<file path="src/rtl/bnn_layer_scheduler_if.sv">
// Handshake and bus bundle for bnn_layer_scheduler: host/stream/memory/datapath/result signals.
// The slave modport is the scheduler side and the master modport is the environment side.
interface bnn_layer_scheduler_if #(
    parameter int OUT_DIM = 4,
    parameter int IN_DIM  = 8,
    parameter int CH_CNT  = 8,
    parameter int BIT_CNT = 8,
    parameter int ACC_W   = 16,
    parameter int TILE_W  = 6
);
    logic                       start_i;
    logic [TILE_W-1:0]          cfg_tiles_i;
    logic                       busy_o;
    logic                       done_o;
    logic                       act_valid_i;
    logic                       act_ready_o;
    logic [IN_DIM*CH_CNT-1:0]   act_data_i;
    logic                       wt_en_o;
    logic [TILE_W-1:0]          wt_addr_o;
    logic [OUT_DIM*IN_DIM-1:0]  wt_data_i;
    logic [IN_DIM*CH_CNT-1:0]   dp_act_o;
    logic [OUT_DIM*IN_DIM-1:0]  dp_wt_o;
    logic [OUT_DIM*BIT_CNT-1:0] dp_val_i;
    logic                       res_valid_o;
    logic                       res_ready_i;
    logic [OUT_DIM*ACC_W-1:0]   res_data_o;
    logic                       ovf_o;

    modport slave (
        input  start_i, cfg_tiles_i, act_valid_i, act_data_i, wt_data_i, dp_val_i, res_ready_i,
        output busy_o, done_o, act_ready_o, wt_en_o, wt_addr_o, dp_act_o, dp_wt_o,
               res_valid_o, res_data_o, ovf_o
    );

    modport master (
        output start_i, cfg_tiles_i, act_valid_i, act_data_i, wt_data_i, dp_val_i, res_ready_i,
        input  busy_o, done_o, act_ready_o, wt_en_o, wt_addr_o, dp_act_o, dp_wt_o,
               res_valid_o, res_data_o, ovf_o
    );
endinterface

</file>
<file path="src/rtl/bnn_layer_scheduler.sv">
// BNN layer scheduler: streams activation tiles, fetches weights, accumulates datapath results per output.
// Optional macro BNN_ACC_SAT_EN: saturating accumulation with sticky ovf_o (default build wraps, ovf_o = 0).
module bnn_layer_scheduler #(
    parameter int OUT_DIM = 4,
    parameter int IN_DIM  = 8,
    parameter int CH_CNT  = 8,
    parameter int BIT_CNT = 8,
    parameter int ACC_W   = 16,
    parameter int TILE_W  = 6
) (
    input  logic                  clk,
    input  logic                  rst_n,
    bnn_layer_scheduler_if.slave  bus
);

    typedef enum logic [2:0] {IDLE, LOAD, FETCH, ACC, OUT} state_e;

`ifdef BNN_ACC_SAT_EN
    localparam logic signed [ACC_W-1:0] ACC_MAX = {1'b0, {(ACC_W-1){1'b1}}};
    localparam logic signed [ACC_W-1:0] ACC_MIN = {1'b1, {(ACC_W-1){1'b0}}};
`endif

    state_e                    state_q, state_d;
    logic [TILE_W-1:0]         tiles_q, tiles_d;
    logic [TILE_W-1:0]         idx_q, idx_d;
    logic [IN_DIM*CH_CNT-1:0]  act_q;
    logic [IN_DIM*CH_CNT-1:0]  dp_act_q;
    logic [OUT_DIM*IN_DIM-1:0] dp_wt_q;
    logic signed [ACC_W-1:0]   acc_q [OUT_DIM];
    logic signed [ACC_W-1:0]   acc_d [OUT_DIM];
    logic                      done_q, done_d;
    logic                      ovf_q, ovf_d;
    logic                      start_ok, start_nil, act_hs, last_tile;

    assign start_ok  = (state_q == IDLE) && bus.start_i && (bus.cfg_tiles_i != '0);
    assign start_nil = (state_q == IDLE) && bus.start_i && (bus.cfg_tiles_i == '0);
    assign act_hs    = (state_q == LOAD) && bus.act_valid_i;
    assign last_tile = (idx_q == tiles_q - TILE_W'(1));

    always_ff @(posedge clk or negedge rst_n) begin
        if (!rst_n) state_q <= IDLE;
        else        state_q <= state_d;
    end

    always_comb begin
        state_d = state_q;
        unique case (state_q)
            IDLE:    if (start_ok) state_d = LOAD;
            LOAD:    if (bus.act_valid_i) state_d = FETCH;
            FETCH:   state_d = ACC;
            ACC:     state_d = last_tile ? OUT : LOAD;
            OUT:     if (bus.res_ready_i) state_d = IDLE;
            default: state_d = IDLE;
        endcase
    end

    always_comb begin
        bus.busy_o      = (state_q != IDLE);
        bus.act_ready_o = (state_q == LOAD);
        bus.wt_en_o     = act_hs;
        bus.res_valid_o = (state_q == OUT);
        bus.done_o      = done_q || ((state_q == OUT) && bus.res_ready_i);
        bus.wt_addr_o   = idx_q;
        bus.dp_act_o    = dp_act_q;
        bus.dp_wt_o     = dp_wt_q;
        bus.ovf_o       = ovf_q;
        bus.res_data_o  = '0;
        for (int unsigned o = 0; o < OUT_DIM; o++) bus.res_data_o[o*ACC_W +: ACC_W] = acc_q[o];
    end

    // Tile 0 loads the accumulator so no explicit clear is needed between passes.
    always_comb begin
        logic signed [ACC_W-1:0] ext;
        logic signed [ACC_W-1:0] base;
`ifdef BNN_ACC_SAT_EN
        logic signed [ACC_W:0]   wide;
        wide = '0;
`endif
        ext     = '0;
        base    = '0;
        tiles_d = tiles_q;
        idx_d   = idx_q;
        ovf_d   = ovf_q;
        done_d  = start_nil;
        for (int unsigned o = 0; o < OUT_DIM; o++) acc_d[o] = acc_q[o];
        if (start_ok) begin
            tiles_d = bus.cfg_tiles_i;
            idx_d   = '0;
            ovf_d   = 1'b0;
        end
        if (state_q == ACC) begin
            idx_d = idx_q + TILE_W'(1);
            for (int unsigned o = 0; o < OUT_DIM; o++) begin
                ext  = ACC_W'(signed'(bus.dp_val_i[o*BIT_CNT +: BIT_CNT]));
                base = (idx_q == '0) ? '0 : acc_q[o];
`ifdef BNN_ACC_SAT_EN
                wide = (ACC_W+1)'(base) + (ACC_W+1)'(ext);
                if (wide[ACC_W] != wide[ACC_W-1]) begin
                    acc_d[o] = wide[ACC_W] ? ACC_MIN : ACC_MAX;
                    ovf_d    = 1'b1;
                end else begin
                    acc_d[o] = wide[ACC_W-1:0];
                end
`else
                acc_d[o] = base + ext;
`endif
            end
        end
    end

    always_ff @(posedge clk or negedge rst_n) begin
        if (!rst_n) begin
            tiles_q  <= '0;
            idx_q    <= '0;
            act_q    <= '0;
            dp_act_q <= '0;
            dp_wt_q  <= '0;
            done_q   <= 1'b0;
            ovf_q    <= 1'b0;
            for (int unsigned o = 0; o < OUT_DIM; o++) acc_q[o] <= '0;
        end else begin
            tiles_q <= tiles_d;
            idx_q   <= idx_d;
            done_q  <= done_d;
            ovf_q   <= ovf_d;
            if (act_hs) act_q <= bus.act_data_i;
            // Datapath drive is captured on entry to ACC and then held until the next tile.
            if (state_q == FETCH) begin
                dp_act_q <= act_q;
                dp_wt_q  <= bus.wt_data_i;
            end
            for (int unsigned o = 0; o < OUT_DIM; o++) acc_q[o] <= acc_d[o];
        end
    end

endmodule

</file>
<file path="src/flat_wrapper.sv">
// flat-port wrapper written by rule: the top's interface ports become plain ports
module bnn_layer_scheduler_flat 
#(
    parameter int OUT_DIM = 4,
    parameter int IN_DIM  = 8,
    parameter int CH_CNT  = 8,
    parameter int BIT_CNT = 8,
    parameter int ACC_W   = 16,
    parameter int TILE_W  = 6
)
  (clk, rst_n, bus_start_i, bus_cfg_tiles_i, bus_act_valid_i, bus_act_data_i, bus_wt_data_i, bus_dp_val_i, bus_res_ready_i, bus_busy_o, bus_done_o, bus_act_ready_o, bus_wt_en_o, bus_wt_addr_o, bus_dp_act_o, bus_dp_wt_o, bus_res_valid_o, bus_res_data_o, bus_ovf_o);
  bnn_layer_scheduler_if #(.OUT_DIM(OUT_DIM), .IN_DIM(IN_DIM), .CH_CNT(CH_CNT), .BIT_CNT(BIT_CNT), .ACC_W(ACC_W), .TILE_W(TILE_W)) bus_i ();
  input  logic clk;
  input  logic rst_n;
  input wire logic [$bits(bus_i.start_i)-1:0] bus_start_i;
  input wire logic [$bits(bus_i.cfg_tiles_i)-1:0] bus_cfg_tiles_i;
  input wire logic [$bits(bus_i.act_valid_i)-1:0] bus_act_valid_i;
  input wire logic [$bits(bus_i.act_data_i)-1:0] bus_act_data_i;
  input wire logic [$bits(bus_i.wt_data_i)-1:0] bus_wt_data_i;
  input wire logic [$bits(bus_i.dp_val_i)-1:0] bus_dp_val_i;
  input wire logic [$bits(bus_i.res_ready_i)-1:0] bus_res_ready_i;
  output wire logic [$bits(bus_i.busy_o)-1:0] bus_busy_o;
  output wire logic [$bits(bus_i.done_o)-1:0] bus_done_o;
  output wire logic [$bits(bus_i.act_ready_o)-1:0] bus_act_ready_o;
  output wire logic [$bits(bus_i.wt_en_o)-1:0] bus_wt_en_o;
  output wire logic [$bits(bus_i.wt_addr_o)-1:0] bus_wt_addr_o;
  output wire logic [$bits(bus_i.dp_act_o)-1:0] bus_dp_act_o;
  output wire logic [$bits(bus_i.dp_wt_o)-1:0] bus_dp_wt_o;
  output wire logic [$bits(bus_i.res_valid_o)-1:0] bus_res_valid_o;
  output wire logic [$bits(bus_i.res_data_o)-1:0] bus_res_data_o;
  output wire logic [$bits(bus_i.ovf_o)-1:0] bus_ovf_o;
  assign bus_i.start_i = bus_start_i;
  assign bus_i.cfg_tiles_i = bus_cfg_tiles_i;
  assign bus_i.act_valid_i = bus_act_valid_i;
  assign bus_i.act_data_i = bus_act_data_i;
  assign bus_i.wt_data_i = bus_wt_data_i;
  assign bus_i.dp_val_i = bus_dp_val_i;
  assign bus_i.res_ready_i = bus_res_ready_i;
  assign bus_busy_o = bus_i.busy_o;
  assign bus_done_o = bus_i.done_o;
  assign bus_act_ready_o = bus_i.act_ready_o;
  assign bus_wt_en_o = bus_i.wt_en_o;
  assign bus_wt_addr_o = bus_i.wt_addr_o;
  assign bus_dp_act_o = bus_i.dp_act_o;
  assign bus_dp_wt_o = bus_i.dp_wt_o;
  assign bus_res_valid_o = bus_i.res_valid_o;
  assign bus_res_data_o = bus_i.res_data_o;
  assign bus_ovf_o = bus_i.ovf_o;
  bnn_layer_scheduler #(.OUT_DIM(OUT_DIM), .IN_DIM(IN_DIM), .CH_CNT(CH_CNT), .BIT_CNT(BIT_CNT), .ACC_W(ACC_W), .TILE_W(TILE_W)) u_core (.clk(clk), .rst_n(rst_n), .bus(bus_i));
endmodule
</file>
<file path="config.mk">
export PLATFORM = sky130hd
export DESIGN_NAME = bnn_layer_scheduler_flat
export DESIGN_NICKNAME = d
export VERILOG_FILES = /design/src/rtl/bnn_layer_scheduler_if.sv /design/src/rtl/bnn_layer_scheduler.sv /design/src/flat_wrapper.sv
export SDC_FILE = /design/constraint.sdc
export NUM_CORES = 1
export LEC_CHECK = 0
export BUFFER_PORTS_ARGS = -buffer_cell sky130_fd_sc_hd__buf_4
export CORE_UTILIZATION = 54
export CTS_CLUSTER_DIAMETER = 50
export DETAILED_ROUTE_END_ITERATION = 8
export GPL_ROUTABILITY_DRIVEN = 0
export PLACE_DENSITY = 0.83
export SETUP_SLACK_MARGIN = 0.2
export SLEW_MARGIN = 10
export SYNTH_ARGS = -nofsm -noshare
export SYNTH_HDL_FRONTEND = slang
export SYNTH_SLANG_ARGS = --single-unit
export TNS_END_PERCENT = 30
</file>
<file path="constraint.sdc">
create_clock -name clk -period 4.54 [get_ports clk]
set_input_delay 0.227 -clock clk [delete_from_list [all_inputs] [get_ports clk]]
set_output_delay 0.227 -clock clk [all_outputs]
set_load 0.005 [all_outputs]
</file>
==> flow_metrics.tcl <==
set metrics [dict create \
    run_status "completed" \
    cp_max_fo 23 \
    finalSetupViolations 0 \
    cap_violations 0 \
    design.die.area_sq_um 23500 \
    area.growth.synth_to_final_pct 38.2 \
    synth-async-reset-ratio_pct 100 \
    synth_edf_count 0 \
    timing.critical_path.max_delay_family "simple AND/OR/NAND/NOR gates" \
    start_util_pct 55.8 \
    cts_inserted_buffers 30 \
    grt_max_degree 117 \
    portBuffers 309 \
    pre_antenna_drt_iters 5 \
    cts.htree.levels 1 \
    synth.yosys.warnings 0 \
    worst-endpoint-required_ns 4.98 \
    worstMarginPinSlew_ns 0.902 \
    detail_route.vias_per_cell 5.58 \
    cts.reportedPaths.clkPinSlew_ns 0.06 \
    hpwl_um 21600 \
    mappedNetlistArea_sq_um 12400 \
    cp_cell_sequence "nor4_1 -> nand2_2 -> and2_1 -> ha_1 -> fa_1 -> a21o_1 -> a21oi_2 -> o211ai_1 -> a31o_2 -> a21oi_1 -> nor4_1 -> or3_1" \
    layout_common_cells "buf_4, dfrtp_1, mux2_2, nand2_1, dlygate4sd3_1" \
    final_common_cell "buf_4" \
    crit_path_frequent_cell "nor4_1" \
    final_max_slew_viol_count 0 \
    critical_path_buf_inv_count 0 \
    irDropWorstVdd_uv 472 \
    post_route_fraction_of_the_period_consumed_by_the_critical_path_pct 84.8 \
    cts_tree "built" \
    cp_slowest_stage_delay_ns 0.49 \
    ys_ff_latch 240 \
    fin_skew_ns 0.0270 \
    setup_repair_after_global_routing_missed_its_margin "no" \
    cts_num_sinks 240 \
    most_common_flop_cell_mapped_by_yosys "dfrtp_1" \
    met1_length_um 14000 \
    globalRouteOverflowTotal 0 \
    maxClockFrequency_mhz 260 \
    min_path_type "input pin to flop" \
    first_pass_grt_wire_length_um 56900 \
    finalPower_mw 13.8 \
    post_drt_wl_per_cell_um 19.9 \
    ctsLongestPathBuffers 3 \
    power_leakage_nw 8.00 \
    fp.coreArea_sq_um 22200 \
    seq_area_frac_synth_pct 48.6 \
    topRoutingLayerUsed "met4" \
    postSynthCellCount 1094 \
    power-per-cell-area_nw_per_um2 810 \
    worstSetupEndpointType "flop" \
    grt_pass1_vias 10600 \
    clk_root_buffer_cell "clkbuf_16" \
    mappedNetlistNets 1300 \
    die_h_um 153 \
    clkLatencyLatePin_ns 0.57 \
    period_minus_slack_ns 3.85 \
    finish.net_count 1714 \
    layout-drive-gt1-share_pct 36.1 \
    grt.total_usage_pct 30.5 \
    count_of_vias_placed_by_the_detailed_router 10100 \
    report.final.hold_viol_count 0 \
    tns_ns 0 \
    finalWirelength_um 36000 \
    worstSetupPathType "flop to flop" \
    critical_path.slowest_cell "dfrtp_1" \
    ioPinCount 311 \
    ant_nets 0 \
    data_arrival_time_of_the_critical_path_ns 4.29 \
    dr.first_iter.drc_count 500 \
    synthesis.area_per_instance_sq_um 11.3 \
    placementRows 54 \
    post_route_drc 0 \
    layout.filler_cells 1356 \
    chipWidth_um 153 \
    wl_met2_um 18800 \
    post_cts_setup_buffer_count 0 \
    initial_antenna_violation_count 1 \
    met3_wirelength_um 1680 \
    startpoint_type "flop" \
    yosys.cell_types.count 53 \
    slew-limit-headroom_pct 39.9 \
]
[report_power, final]
group,internal [mW],switching (mW),total [mW]
combinational,3.65,3.62,7.27
sequential,3.24,0.811,4.05
clock,1.52,0.999,2.52
total,8.41,5.43,13.8
[per-layer routing]
metal / vias to the layer above / GRT usage (%)
li1: 4721 / -
met1: 4947 / 36.0
met2: 345 / 54.9
met3: 90 / 4.42
met4: 0 / 14.0
met5: - / 0
[sequential cells by signal, summed over array words and instances, names as in the netlist]
signal                 cells
u_core.state_q             3
u_core.tiles_q             6
u_core.act_q              64
u_core.bus.res_data_o     64
u_core.bus.dp_wt_o        32
u_core.done_q              1
u_core.bus.wt_addr_o       6
u_core.bus.dp_act_o       64
[worst min-delay path: stages]
cell and delay (ns):
buf_4 0.09, ha_1 0.12, nand2_1 0.04, nand2_1 0.04
[synth_stat cells (all sizes together) (9+ instances only)]
| cell type | n | area share, % |
|---|---|---|
| a211oi | 11 | 0.67 |
| a21o | 26 | 1.6 |
| a21oi | 48 | 2.1 |
| and2 | 67 | 3.4 |
| buf | 12 | 0.51 |
| clkbuf | 31 | 0.94 |
| dfrtp | 240 | 49 |
| ha | 63 | 6.4 |
| inv | 19 | 0.58 |
| mux2 | 160 | 15 |
| nand2 | 121 | 3.7 |
| nand3 | 17 | 0.69 |
| nor2 | 24 | 0.73 |
| nor3 | 18 | 0.73 |
| o211ai | 9 | 0.55 |
| o21ai | 87 | 3.5 |
| xnor2 | 31 | 2.2 |
| xor2 | 24 | 1.7 |
[worst paths after layout]
path | from | to | slack, ns | depth (start not counted)
max in group asynchronous | rst_n | u_core.act_q[2] | 3.18 | 3
min in group asynchronous | rst_n | u_core.bus.dp_act_o[19] | 0.35 | 2
hold / removal | bus_dp_val_i[8] | u_core.bus.res_data_o[16] | 0.01 | 4
hold reg to reg | u_core.bus.res_data_o[58] | u_core.bus.res_data_o[58] | 0.50 | 2
setup / recovery | u_core.bus.wt_addr_o[2] | u_core.bus.res_data_o[12] | 0.69 | 12
setup reg to reg | u_core.bus.wt_addr_o[2] | u_core.bus.res_data_o[12] | 0.69 | 12
[cell type report]
class	instances	area (sq um)	area share, %
inverter	19	71.3	0.417
timing repair buffer	425	3490	20.4
sequential	240	6010	35.1
antenna	1	2.50	0.0146
clock buffer	38	821	4.80
multi-input combinational	792	6110	35.8
clock inverter	17	229	1.34
tap	280	350	2.05
[metrics by stage]
step	utilization (%)	worst slack [ns]	cells	hold WS, ns	area [sq um]
after floorplan	-	1.02	1094	-0.0686	12400
after global placement	67.5	0.859	1648	0.370	15000
after detailed placement	67.5	0.751	1648	0.376	15000
after CTS	77.1	0.757	1811	0.00180	17100
after global routing	77.1	0.458	1812	0.0212	17100
final	77.1	0.691	1812	0.0143	17100
[cells by family (layout without fill, tap and decap cells)]
logic type	after synthesis	after routing	synth area share (%)
simple gates	278	278	11.0
flops	240	240	48.6
compound gates	230	230	12.8
mux	161	161	14.7
fa+ha+maj	67	67	7.02
buf+inv	62	499	2.02
xor+xnor	55	55	3.90
other cells	1	2	0.0303
[repair_timing]
item,4_1_cts,5_1_grt
hold buffers,108,0
hold endpoints to repair,220,0
gates resized for setup,0,0
No activity file was read; power rests on OpenSTA's default activity.
